`config.mk`:
```
export PLATFORM = sky130hd
export DESIGN_NAME = mem_arbiter
export DESIGN_NICKNAME = d
export VERILOG_FILES = /design/src/rtl/mem_arbiter.sv
export SDC_FILE = /design/constraint.sdc
export NUM_CORES = 1
export LEC_CHECK = 0
export CAP_MARGIN = 5
export CORE_ASPECT_RATIO = 0.6
export CORE_MARGIN = 2
export CORE_UTILIZATION = 36
export DETAILED_ROUTE_END_ITERATION = 7
export PLACE_DENSITY_LB_ADDON = 0.3
export SETUP_SLACK_MARGIN = 0.5
export SYNTH_ARGS = -nofsm -noshare
export SYNTH_HDL_FRONTEND = slang
export SYNTH_SLANG_ARGS = --single-unit
```
`constraint.sdc`:
```
create_clock -name clk -period 1.9 [get_ports clk]
set_clock_uncertainty 0.15 [all_clocks]
set_input_delay 0.475 -clock clk [delete_from_list [all_inputs] [get_ports clk]]
set_output_delay 0.475 -clock clk [all_outputs]
set_load 0.01 [all_outputs]
```
`src/rtl/mem_arbiter.sv`:
```
// Two-port round-robin arbiter/sequencer for the single-port 1K x 16 memory.
// Serialises port transactions, drives the memory strobes and returns read data with a one-cycle ack.
module mem_arbiter #(
    parameter int AW     = 10,
    parameter int DW     = 16,
    parameter int RD_LAT = 1      // legal range 1..7
) (
    input  logic          clk,
    input  logic          reset,
    input  logic          req0,
    input  logic          req1,
    input  logic          we0,
    input  logic          we1,
    input  logic [AW-1:0] addr0,
    input  logic [AW-1:0] addr1,
    input  logic [DW-1:0] wdata0,
    input  logic [DW-1:0] wdata1,
    output logic          ack0,
    output logic          ack1,
    output logic [DW-1:0] rdata,
    output logic          busy,
    output logic [AW-1:0] mem_address,
    output logic [DW-1:0] mem_wdata,
    output logic          mem_wr_en,
    output logic          mem_rd,
    input  logic [DW-1:0] mem_rdata,
    output logic [1:0]    dbg_state
);

    // Handshake: a requester raises reqN (with weN/addrN/wdataN stable) and holds it
    // until ackN pulses for one cycle; reqN is only sampled while the FSM is in IDLE.
    typedef enum logic [1:0] {
        IDLE   = 2'd0,
        ACCESS = 2'd1,
        WAIT   = 2'd2,
        RESP   = 2'd3
    } state_t;

    localparam logic [2:0] WAIT_LOAD = 3'(RD_LAT - 1);

    state_t     state;
    logic       last_grant;
    logic       grant;
    logic       lat_we;
    logic [2:0] wait_cnt;
    logic       pick;

    // On contention the port that did not win last time is chosen.
    always_comb begin
        pick = req1;
        if (req0 && req1) begin
            pick = ~last_grant;
        end
    end

    assign dbg_state = state;

    always_ff @(posedge clk) begin
        if (reset) begin
            state       <= IDLE;
            last_grant  <= 1'b1;
            grant       <= 1'b0;
            lat_we      <= 1'b0;
            wait_cnt    <= 3'd0;
            ack0        <= 1'b0;
            ack1        <= 1'b0;
            busy        <= 1'b0;
            mem_wr_en   <= 1'b0;
            mem_rd      <= 1'b0;
            mem_address <= '0;
            mem_wdata   <= '0;
            rdata       <= '0;
        end else begin
            case (state)
                IDLE: begin
                    if (req0 || req1) begin
                        grant       <= pick;
                        last_grant  <= pick;
                        lat_we      <= pick ? we1 : we0;
                        mem_address <= pick ? addr1 : addr0;
                        mem_wdata   <= pick ? wdata1 : wdata0;
                        mem_wr_en   <= pick ? we1 : we0;
                        mem_rd      <= pick ? ~we1 : ~we0;
                        busy        <= 1'b1;
                        state       <= ACCESS;
                    end
                end
                ACCESS: begin
                    mem_wr_en <= 1'b0;
                    mem_rd    <= 1'b0;
                    if (lat_we) begin
                        ack0  <= ~grant;
                        ack1  <= grant;
                        state <= RESP;
                    end else begin
                        wait_cnt <= WAIT_LOAD;
                        state    <= WAIT;
                    end
                end
                WAIT: begin
                    if (wait_cnt == 3'd0) begin
                        rdata <= mem_rdata;
                        ack0  <= ~grant;
                        ack1  <= grant;
                        state <= RESP;
                    end else begin
                        wait_cnt <= wait_cnt - 3'd1;
                    end
                end
                RESP: begin
                    ack0  <= 1'b0;
                    ack1  <= 1'b0;
                    busy  <= 1'b0;
                    state <= IDLE;
                end
                default: state <= IDLE;
            endcase
        end
    end

endmodule

```
==> metrics, run 1 <==
outcome=complete, no violations; Post-synth EDFFs=0; Tot Pwr=7.187 mW; Max-cap violations=0; yosys warns=0; Slew @ Worst Pin=0.3807 ns; Synth top area share=0.4576; Worst setup EP type=flip-flop; Tmin final=1.730 ns; Leak=1.923 nW; mapped cell area=0.002406 mm²; register area share after synthesis=0.4576; Worst Path Arrival=1.81 ns; CTS tree=built; die area=0.007375 mm²; Pins Over Slew Limit=0; syn nets=343; largest cells by area after synthesis=dfxtp_1 46%, mux2i_1 12%, a211oi_1 8.4%; n_diodes=0; vias in the first global route=2177; PwrDens=1465 mW/mm²; antenna-violating nets left=0; DR iter-0 viols=102; Fin Setup TNS=0 ns; Synth async-reset ratio=0; Routed WL per cell=15.86 µm; Relative slew margins=0.7462; initial core utilization=0.3667; Max Fclk=577.9 MHz; first-pass GRT wire length=10410 µm; pin count of the biggest net entering global routing=19; final setup fails=0; CTS clk-pin slew, worst paths=0.10 ns; PortBufs=122; top_reg_cell synth=dfxtp_1; CTS root buffer=clkbuf_8; Hold WS=0.3096 ns; DP HPWL=4666 µm; Final Non-Filler Cells=512; flop and latch count out of synthesis=55; maximum vdd drop=755.0 µV; H-tree Lvls=2; most frequent cell after synthesis=dfxtp_1; GP Congestion=0.6808; Crit Path Class=reg2reg; syn_area_per_cell=9.183 µm²; unrepaired setup endpoints after global routing=true; Post-Syn Instances=262; DP Worst Slack=-0.2108 ns; dominant cell type by area after synthesis=dfxtp_1; Hold Path Class=reg2reg; Hold Fails Final Rpt=0; Final Instance Area=0.004906 mm²; Core Box Area=0.006561 mm²; clk buf depth=2; DR pass1 iterations=4; Critical Path RT=1.98 ns; worst-skew pair later-pin latency=0.31 ns; CTS sink count=55; die width=109.5 µm; WL final=8119 µm; Nets=505; synth unique cells=34; antenna violations before repair=0; total CTS buffers=5; critical path fanouts, max=5; total gr overflow=0; Total GRT Usage=0.1820; Post-synth top cells=55 x dfxtp_1, 37 x nand2_1, 36 x nor2_1, 28 x mux2i_1, 27 x a211oi_1; Rows=23; fraction of layout cells with a size suffix above 1=0.5624; Final period util=0.9107; Post-route DRC=0; Via Count=2522; kind of start point of the critical path=flip-flop; Via density=4.926; dpl cells=466; chip height=67.33 µm; Placed Area=0.003844 mm²; area grow syn2layout=103.9%; fin worst setup slack=0.1696 ns; Final Util=0.7477; IO Pins=123
sequential cells by signal (all words and copies together) (netlist names), 2 cells and up:
name / count
wait_cnt: 3
rdata: 16
mem_wdata: 16
mem_address: 10
dbg_state: 2
layer usage:
layer	GRT usage	share of wire	wire (µm)	up-vias
li1	-	-	-	1243
met2	0.2932	0.51	4122	79
met4	0.05063	0.0074	60	0
met3	0.05502	0.060	484	6
met5	0	0	0	-
met1	0.2380	0.43	3452	1194
critical path, stage by stage, from the launching register on:
cell and delay (ns):
dfxtp_4 0.39, inv_6 0.08, ha_4 0.14, or3b_4 0.40, a21boi_4 0.16, and4b_4 0.19
a211oi_2 0.14
cell type report:
class | count | area [µm²]
clock buffer | 6 | 93.84
clock inverter | 2 | 37.54
fill | 429 | 1655
inverter | 6 | 32.53
sequential | 55 | 1185
multi-input combinational | 183 | 1638
tap | 87 | 108.9
timing repair buffer | 173 | 1810
cells by family after synthesis:
kind of cell    count (synthesis)  share of synthesized area
compound gates                 63                     0.1799
xor+xnor                        1                   0.003641
fa+ha+maj                       7                    0.03640
buf+inv                        24                    0.05148
flops                          55                     0.4576
mux                            29                     0.1212
simple gates                   83                     0.1498
power breakdown:
group | switching [mW] | total, mW | internal [mW] | leakage, nW
Combinational | 1.96 | 4.37 | 2.41 | 1.39
Clock | 0.406 | 0.879 | 0.473 | 0.0626
Sequential | 0.340 | 1.94 | 1.60 | 0.473
Total | 2.70 | 7.19 | 4.48 | 1.92
cells in the final DEF, fill, tap and decap left out, types with 2 or more instances in the layout:
master and count:
clkdlybuf4s50_1 70, buf_6 55, dfxtp_2 40, buf_4 37
nand2_1 35, mux2i_1 28, a211oi_2 24, nor2_4 22
a21oi_1 19, nor2_1 9, dfxtp_4 9, dfxtp_1 6
nor2_2 5, ha_4 5, clkbuf_8 5, a211oi_1 4
buf_12 4, a21oi_2 3, clkbuf_16 3, inv_1 2
inv_2 2, inv_6 2, nand2b_4 2, nand2_2 2
o21ai_4 2, a21boi_4 2, ha_1 2, buf_16 2
clkdlybuf4s15_2 2
path summary, 6_finish.rpt:
| check | from | end | slack, ns | cells past startpoint |
|---|---|---|---|---|
| max reg2reg | dbg_state[0] | dbg_state[0] | 0.17 | 6 |
| max | dbg_state[0] | dbg_state[0] | 0.17 | 6 |
| min | wait_cnt[1] | wait_cnt[1] | 0.31 | 2 |
| min reg2reg | wait_cnt[1] | wait_cnt[1] | 0.31 | 2 |
timing repair:
action,in CTS,in global routing
endpoints found under the hold margin,0,0
cloned,2,2
hold buffers,0,0
setup buffers,7,27
resized for setup,296,111
setup endpoints to repair,104,104
pin swaps,4,39
(Power assumes the default switching activity.)
==> inputs of run 2 (changes only) <==
--- a/config.mk
+++ b/config.mk
@@ -5,7 +5,6 @@
 export SDC_FILE = /design/constraint.sdc
 export NUM_CORES = 1
 export LEC_CHECK = 0
-export CAP_MARGIN = 5
 export CORE_ASPECT_RATIO = 0.6
 export CORE_MARGIN = 2
 export CORE_UTILIZATION = 36
==> results of run 2 <==
Same layout as run 1: the final DEF is identical, and so are final timing and power.
==> inputs of run 3 (changes only) <==
--- a/config.mk
+++ b/config.mk
@@ -9,7 +9,7 @@
 export CORE_MARGIN = 2
 export CORE_UTILIZATION = 36
 export DETAILED_ROUTE_END_ITERATION = 7
-export PLACE_DENSITY_LB_ADDON = 0.3
+export PLACE_DENSITY = 0.75
 export SETUP_SLACK_MARGIN = 0.5
 export SYNTH_ARGS = -nofsm -noshare
 export SYNTH_HDL_FRONTEND = slang
==> run 3 against run 2 <==
Compared with the run above: cell area increased by 14%; via count up 16%; sequential cell count unchanged; worst setup slack worse by 0.042 ns; routed wire length increased by 47%; fmax shrank 2.3%; total power rose by 20%; register-to-register slack lost 0.04 ns; critical path type unchanged; critical path depth unchanged; cell count grew 5.9%; combinational power is 34% higher; first-iteration DRC count grew 63%.
==> metrics, run 3 (synthesis gave the netlist of run 1 again) <==
Core Box Area=0.006561 mm² (unchanged); Max-cap violations=0 (unchanged); r2r endpoint=dbg_state[0]; DP Worst Slack=-0.2766 ns (-0.06572 ns); Post-route DRC=0 (unchanged); Final Non-Filler Cells=542 (+5.9%); FF-to-FF Start=dbg_state[0]; Max Fclk=564.3 MHz (-2.3%); Crit Path Class=reg2reg; Relative slew margins=0.7730 (+0.02682); CTS root buffer=clkbuf_8; DR iter-0 viols=166 (+63%); Worst Hold Launch=reset; first-pass GRT wire length=13840 µm (+33%); clk buf depth=2 (unchanged); Rows=23 (unchanged); Hold Fails Final Rpt=0 (unchanged); r2r worst-path depth=6 (unchanged); chip height=67.33 µm (unchanged); DP HPWL=4897 µm (+4.9%); Total GRT Usage=0.2499 (+0.06798); die area=0.007375 mm² (unchanged); CTS tree=built; maximum vdd drop=810.9 µV (+7.4%); IO Pins=123 (unchanged); NetSw=3.385 mW (+25%); initial core utilization=0.3667 (unchanged); Hold WS=0.2527 ns (-0.05686 ns); worst-skew pair later-pin latency=0.33 ns (+0.02 ns); Placed Area=0.003827 mm² (-0.42%); most common cell after layout, fill and taps aside=clkdlybuf4s50_1; DR pass1 iterations=4 (unchanged); PortBufs=122 (unchanged); WP buf/inv=1 (unchanged); highest-count cells in the layout ignoring fill and taps=70 x clkdlybuf4s50_1, 62 x buf_6, 46 x buf_4, 44 x dfxtp_2, 26 x mux2i_1; Hold Path Class=in2reg; PwrDens=1547 mW/mm² (+5.6%); Nets=535 (+5.9%); Final period util=0.9326 (+0.02188); Via density=5.375 (+9.1%); combinational power share=0.681 (+0.073); Fill cells=318 (-26%); CP max stage cell=or3b_4; Tmin final=1.772 ns (+0.04157 ns); WL final=11910 µm (+47%); power share of the clock group=0.095 (-0.027); Sw Share=0.3925 (+0.01624); die width=109.5 µm (unchanged); Routed WL per cell=21.98 µm (+39%); Worst path top cell family by delay=simple AND/OR/NAND/NOR gates; pin count of the biggest net entering global routing=37 (+18); Fin Setup TNS=0 ns (unchanged); Sequential Power Share=0.224 (-0.046); CTS sink count=55 (unchanged); Pins Over Slew Limit=0 (unchanged); final setup fails=0 (unchanged); Final Instance Area=0.005577 mm² (+14%); CTS Hold Buffers Added=0 (unchanged); area grow syn2layout=131.8%; n_diodes=0 (unchanged); antenna violations before repair=0 (unchanged); Hold Path Stages=2 (unchanged); critical path cell sequence=inv_6 -> ha_4 -> or3b_4 -> a21boi_4 -> and4b_4 -> a211oi_2; CP peak stage delay=0.41 ns (about the same); Leak=2.283 nW (+19%); Final Util=0.8499 (+0.1022); total CTS buffers=5 (unchanged); GP Congestion=0.7084 (+4.1%); kind of start point of the critical path=flip-flop; Worst setup EP type=flip-flop; r2r setup slk=0.13 ns (-0.04 ns); total gr overflow=0 (unchanged); unrepaired setup endpoints after global routing=true; CTS clk-pin slew, worst paths=0.11 ns (about the same); fraction of layout cells with a size suffix above 1=0.6791 (+0.1168); Internal Power=5.240 mW (+17%); top flop regs=mem_wdata: 16 flops, rdata: 16 flops, mem_address: 10 flops; outcome=complete, no violations; fin worst setup slack=0.1280 ns (-0.04157 ns); Critical Path RT=2.00 ns (+0.02 ns); antenna-violating nets left=0 (unchanged); Slew @ Worst Pin=0.3310 ns (-0.04970 ns); vias in the first global route=2662 (+22%); critical path fanouts, max=4 (-1); H-tree Lvls=2 (unchanged); dpl cells=464 (-0.43%); Tot Pwr=8.624 mW (+20%); hold worst-path end=mem_wdata[1]; Worst Path Arrival=1.87 ns (+0.06 ns); Via Count=2913 (+16%)
[run 3: changes by cell type in the layout (fill, tap and decap cells not counted), sizes merged]
cell / delta
buf: +28
bufbuf: +1
clkinvlp: -1
dlygate4sd2: +1
clkbuf: +2
clkdlybuf4s15: -1
[run 3: metal layers]
metal  GRT usage  vias up  share of wire
met5           0        -              0
met4     0.08386        0          0.039
met3     0.04826       36          0.055
met2      0.4213      124           0.50
met1      0.3240     1448           0.41
li1            -     1305              -
[run 3: layout make-up]
| class | count | area, µm² | share of cell area |
|---|---|---|---|
| tap | 87 | 108.9 | 0.01952 |
| clock inverter | 1 | 30.03 | 0.005385 |
| multi-input combinational | 183 | 1858 | 0.3332 |
| timing repair buffer | 203 | 2287 | 0.4101 |
| clock buffer | 7 | 76.32 | 0.01369 |
| sequential | 55 | 1179 | 0.2114 |
| inverter | 6 | 37.54 | 0.006731 |
[run 3: power groups by stage]
| stage | clock network [mW] | logic [mW] | registers [mW] |
|---|---|---|---|
| final | 0.818 | 5.87 | 1.93 |
| after floorplan | 0 | 1.38 | 1.88 |
| after global routing | 0.877 | 6.12 | 1.96 |
| after detailed placement | 0 | 2.60 | 1.75 |
| after global placement | 0 | 2.55 | 1.74 |
| after CTS | 0.788 | 4.45 | 1.84 |
[run 3: how the worst max path moves through the flow]
stage                       from             end  slack, ns  cells past startpoint
floorplan           dbg_state[0]     wait_cnt[1]       0.27                      7
finish              dbg_state[0]    dbg_state[0]       0.13                      6
global placement            req1       mem_wr_en      -0.20                      5
CTS                 dbg_state[0]    dbg_state[0]       0.23                      6
detailed placement          req1    mem_wdata[0]      -0.28                      5
global route        dbg_state[0]  mem_address[1]       0.09                      9
[run 3: repair_timing]
action | CTS | global route
endpoints found under the setup margin | 104 | 104
cloned | 11 | 1
pin swaps | 36 | 49
gates resized for setup | 355 | 130
setup buffers | 34 | 24
[run 3: worst register-to-register path, stage by stage, from the launching register on]
cell      delay, ns
dfxtp_4        0.39
inv_6          0.08
ha_4           0.16
or3b_4         0.41
a21boi_4       0.17
and4b_4        0.19
a211oi_2       0.15
